<file path="config.mk">
export PLATFORM = sky130hd
export DESIGN_NAME = regfile_scoreboard
export DESIGN_NICKNAME = d
export VERILOG_FILES = /design/src/rtl/regfile_scoreboard.sv
export SDC_FILE = /design/constraint.sdc
export NUM_CORES = 2
export LEC_CHECK = 0
export CORE_ASPECT_RATIO = 1.75
export CORE_MARGIN = 8
export CORE_UTILIZATION = 55
export CTS_CLUSTER_SIZE = 12
export DETAILED_ROUTE_END_ITERATION = 10
export DONT_BUFFER_PORTS = 1
export PLACE_DENSITY = 0.7
export SLEW_MARGIN = 20
export SYNTH_ARGS = -nofsm -noshare
export SYNTH_HDL_FRONTEND = slang
export SYNTH_SLANG_ARGS = --single-unit
</file>
<file path="constraint.sdc">
create_clock -name clock -period 2.7 [get_ports clock]
set_input_delay 0.135 -clock clock [delete_from_list [all_inputs] [get_ports clock]]
set_output_delay 0.135 -clock clock [all_outputs]
set_load 0.01 [all_outputs]
</file>
<file path="src/rtl/regfile_scoreboard.sv">
// Pipeline register file with write-through bypass and a per-register
// pending-write scoreboard used by decode for RAW hazard detection.
module regfile_scoreboard #(
  parameter int unsigned DATA_WIDTH = 32,
  parameter int unsigned ADDR_WIDTH = 5,
  parameter int unsigned PEND_WIDTH = 2,
  parameter bit          BYPASS     = 1'b1
) (
  input  logic                  clock,
  input  logic                  reset,
  input  logic [ADDR_WIDTH-1:0] rs,
  input  logic [ADDR_WIDTH-1:0] rt,
  output logic [DATA_WIDTH-1:0] rs_data,
  output logic [DATA_WIDTH-1:0] rt_data,
  output logic                  rs_busy,
  output logic                  rt_busy,
  input  logic                  issue_en,
  input  logic [ADDR_WIDTH-1:0] issue_addr,
  output logic                  issue_ready,
  input  logic                  RegWrite,
  input  logic [ADDR_WIDTH-1:0] rd,
  input  logic [DATA_WIDTH-1:0] data,
  output logic                  sb_error
);

  localparam int unsigned           NUM_REGS = 2 ** ADDR_WIDTH;
  localparam logic [PEND_WIDTH-1:0] PEND_MAX = '1;

  logic [DATA_WIDTH-1:0] regs_q [NUM_REGS];
  logic [DATA_WIDTH-1:0] regs_d [NUM_REGS];
  logic [PEND_WIDTH-1:0] pend_q [NUM_REGS];
  logic [PEND_WIDTH-1:0] pend_d [NUM_REGS];
  logic                  sb_error_q;
  logic                  sb_error_d;

  // Inputs are gated by reset so that bypass and issue are inert while held in reset.
  logic we;
  logic iss;
  logic wr_nz;
  assign we    = RegWrite & reset;
  assign iss   = issue_en & reset;
  assign wr_nz = we & (rd != '0);

  always_comb begin
    rs_data = regs_q[rs];
    rt_data = regs_q[rt];
    if (BYPASS && wr_nz && (rd == rs)) rs_data = data;
    if (BYPASS && wr_nz && (rd == rt)) rt_data = data;
    if (rs == '0) rs_data = '0;
    if (rt == '0) rt_data = '0;
  end

  // The final pending write landing this cycle releases busy early when forwarded.
  always_comb begin
    rs_busy = (pend_q[rs] != '0) && (rs != '0);
    rt_busy = (pend_q[rt] != '0) && (rt != '0);
    if (BYPASS && wr_nz && (rd == rs) && (pend_q[rs] == PEND_WIDTH'(1))) rs_busy = 1'b0;
    if (BYPASS && wr_nz && (rd == rt) && (pend_q[rt] == PEND_WIDTH'(1))) rt_busy = 1'b0;
  end

  assign issue_ready = (pend_q[issue_addr] != PEND_MAX) ||
                       (we && (rd == issue_addr) && (issue_addr != '0));
  assign sb_error    = sb_error_q;

  always_comb begin
    logic inc;
    logic dec;
    for (int unsigned r = 0; r < NUM_REGS; r++) begin
      regs_d[r] = regs_q[r];
      pend_d[r] = pend_q[r];
    end
    sb_error_d = sb_error_q;
    if (wr_nz) begin
      regs_d[rd] = data;
      if (pend_q[rd] == '0) sb_error_d = 1'b1;
    end
    for (int unsigned r = 1; r < NUM_REGS; r++) begin
      inc = iss && issue_ready && (issue_addr == ADDR_WIDTH'(r));
      dec = we && (rd == ADDR_WIDTH'(r)) && (pend_q[r] != '0);
      if (inc && !dec && (pend_q[r] != PEND_MAX)) pend_d[r] = pend_q[r] + 1'b1;
      else if (dec && !inc)                       pend_d[r] = pend_q[r] - 1'b1;
    end
    regs_d[0] = '0;
    pend_d[0] = '0;
  end

  always_ff @(posedge clock or negedge reset) begin
    if (!reset) begin
      for (int unsigned r = 0; r < NUM_REGS; r++) begin
        regs_q[r] <= '0;
        pend_q[r] <= '0;
      end
      sb_error_q <= 1'b0;
    end else begin
      for (int unsigned r = 0; r < NUM_REGS; r++) begin
        regs_q[r] <= regs_d[r];
        pend_q[r] <= pend_d[r];
      end
      sb_error_q <= sb_error_d;
    end
  end

endmodule
</file>
==> summary.md <==
| Metric | Value |
|---|---|
| CP max-delay cell | mux4_2 |
| DRC viols | 0 |
| Leak pwr | 30.1 nW |
| Status | complete, but fails checks |
| Post-synth EDFFs | 0 |
| Clock-pin slew on the worst setup and hold paths | 60 ps |
| Die Y | 452 um |
| Final #Nets | 4,897 |
| WL/cell | 34.3 um |
| Dpl cells | 5,956 |
| CTS sink count | 1,055 |
| Switching part of the total | 0.279 |
| Max-slew headroom | 0.0860 |
| Sequential Power Share | 0.474 |
| Port bufs | 0 |
| Max Cap Violations | 0 |
| Fin. max-slew vios | 0 |
| Post-synth cell types | 75 |
| DIE AREA | 120,000 um^2 |
| Global route total overflow | 0 |
| Clock skew | 21.5 ps |
| Number of synthesized register bits | 1,055 |
| Clock network fraction of design power | 0.327 |
| RSZ-0062 raised after global routing | yes |
| Comb pwr share | 0.199 |
| GRT Resource Usage Total | 0.356 |
| TritonCTS clock tree | built |
| Commonest non-fill, non-tap cell in the layout | nand2_1 |
| Maximum VDD drop | 0.488 mV |
| Critical Path Max Stage Delay | 920 ps |
| 1st-iter DRT viols | 5,117 |
| CTS Buf Count | 103 |
| Worst-Skew Late Latency | 730 ps |
| CP Cell Sequence | mux4_2, mux4_2, o22ai_4, nor2_4, buf_6 |
| Sequential area share after synthesis | 0.443 |
| FMAX | 345 MHz |
| Failing checks | negative hold slack, negative setup slack |
| Fin. Hold Viols | 476 |
| Multi-input logic area | 32,100 um^2 |
| Critical path fanouts, max | 274 |
| Syn Area/Cell | 12.4 um^2 |
| Root Buffer | clkbuf_16 |
| Crit path launch type | primary input |
| Total power | 41.4 mW |
| Non-Filler Instances | 6,283 |
| Kind of path behind the tightest hold check | in2async |
| Worst hold slack | -276 ps |
| DP HPWL | 123,000 um |
| Via/cell ratio | 7.14 |
| Fin area | 67,400 um^2 |
| Largest net degree at the start of global routing | 276 |
| Die X-Extent | 265 um |
| Core ar. | 108,000 um^2 |
| Async S/R FF share, synth | 1.00 |
| Drt pass-1 iters | 6 |
| Initial Util | 0.552 |
| Seq. cell area | 26,400 um^2 |
| CP Class | in2out |
| I/O Pins | 124 |
| Cell repeated most along the worst path | mux4_2 |
| Final worst slack | -201 ps |
| Post-DRT Antenna Nets | 0 |
| Layout cells sized above 1 | 0.409 |
| Sw power | 11.5 mW |
| Area Overhead vs Synth | 13.0% |
| Most frequent cells in the layout | nand2_1, dfrtp_1, mux2_2 |
| Syn. warnings | 0 |
| H-tree Lvls | 3 |
| Worst path arrival time | 2770 ps |
| Vias in the first global route | 45.6k |
| Placement-stage cell area | 61,700 um^2 |
| Routability congestion estimate | 1.00 |
| Rows | 160 |
| Final WL | 216,000 um |
| Worst slew pin tran | 1370 ps |
| Fin crit period | 2900 ps |
| Synth Flop Type | dfrtp_1 |
| Initial antenna violation count | 14 |
| Final period util | 1.07 |
| CP Capture Type | primary output |
| Area of the mapped netlist | 59,600 um^2 |
| Final setup viols | 38 |
| Vias | 44.8k |
| Pint | 29.9 mW |
| Required @ worst endpoint | 2570 ps |
| Fillers | 8,123 |
| First-pass GRT wire length | 312,000 um |
| Cells after Synth | 4,827 |
| Pwr Density | 614 nW/um^2 |
| Synthesized net count | 4,883 |
| Clk buf depth | 3 |
-- cells in the mapped netlist (18+ instances only) --
cell type	instances	area share
mux2i_1	43	0.0072
buf_4	38	0.0048
a22o_1	31	0.0046
a22oi_1	23	0.0029
a21oi_1	83	0.0070
nand2_1	1064	0.067
buf_2	157	0.013
dfrtp_1	1055	0.44
nor2_1	173	0.011
or3_1	18	0.0019
clkbuf_1	235	0.015
buf_1	20	0.0013
o22ai_1	62	0.0065
and3_1	24	0.0025
mux4_2	564	0.21
mux2_2	782	0.15
o21ai_0	52	0.0044
nand3_1	40	0.0034
a221oi_1	26	0.0038
nor3_1	62	0.0052
-- cell type report --
| class | count | share of cell area |
|---|---|---|
| repair buffers | 372 | 0.0613 |
| clock buffers | 128 | 0.0404 |
| multi-input cells | 3299 | 0.476 |
| flip-flops and latches | 1055 | 0.392 |
| well taps | 1377 | 0.0256 |
| inverters | 10 | 0.000557 |
| diodes | 26 | 0.000965 |
| clock inverters | 16 | 0.00293 |
-- registers in the layout, summed over array words and instances, names as in the netlist --
register  flops
regs_q      992
pend_q       62
sb_error      1
-- final timing paths --
check                       startpoint  depth (start not counted)  slack (ps)          end
max                              rs[0]                          5        -200  rs_data[21]
min                              reset                          3        -280  regs_q[152]
max reg2reg                 pend_q[61]                          8         230   pend_q[57]
min reg2reg                regs_q[981]                          2         490  regs_q[981]
max in group asynchronous        reset                          5        1540  regs_q[273]
min in group clock               rd[3]                          5          30   pend_q[53]
-- per-layer routing --
metal	global-route usage	wire length, um
met1	0.413	70900
met5	0	13
met2	0.550	100000
met4	0.296	21500
met3	0.0977	23300
-- timing repair --
action / CTS / global route
buffers inserted: 19 / 30
pin swaps: 31 / 38
cloned: 1 / 1
endpoints found under the setup margin: 60 / 93
endpoints found under the hold margin: 1809 / 713
hold buffers: 84 / 28
gates resized for setup: 141 / 81
-- logic make-up after synthesis --
group	Yosys count	synth area share
mux	1389	0.368
compound gates	394	0.0449
simple gates	1501	0.105
buf+inv	473	0.0372
flops	1055	0.443
xor+xnor	15	0.00220
-- critical path: cells and delay by family --
kind                   cells  cell delay, ps
AO/OA/AOI/OAI              1             260
buffers and inverters      1             130
multiplexers               2            1530
AND/OR/NAND/NOR            1              70
-- per-stage QoR --
stage               TNS, ps  utilization  hold slack (ps)  setup slack, ps
floorplan                 0            -             -161              658
global placement          0        0.570            -65.6              207
detailed placement   -53420        0.571             -150             -393
CTS                   -3250        0.614             -650             -135
global route          -3350        0.623             -220             -150
finish                -2830        0.623             -276             -201
-- power groups by stage --
stage / logic, mW / registers, mW / clock network, mW
final: 8.23 / 19.6 / 13.6
after CTS: 7.85 / 19.5 / 13.7
after global routing: 8.67 / 19.9 / 14.2
after floorplan: 5.82 / 19.2 / 0
after global placement: 6.62 / 19.6 / 0
after detailed placement: 7.10 / 19.8 / 0
(Power assumes the default switching activity.)
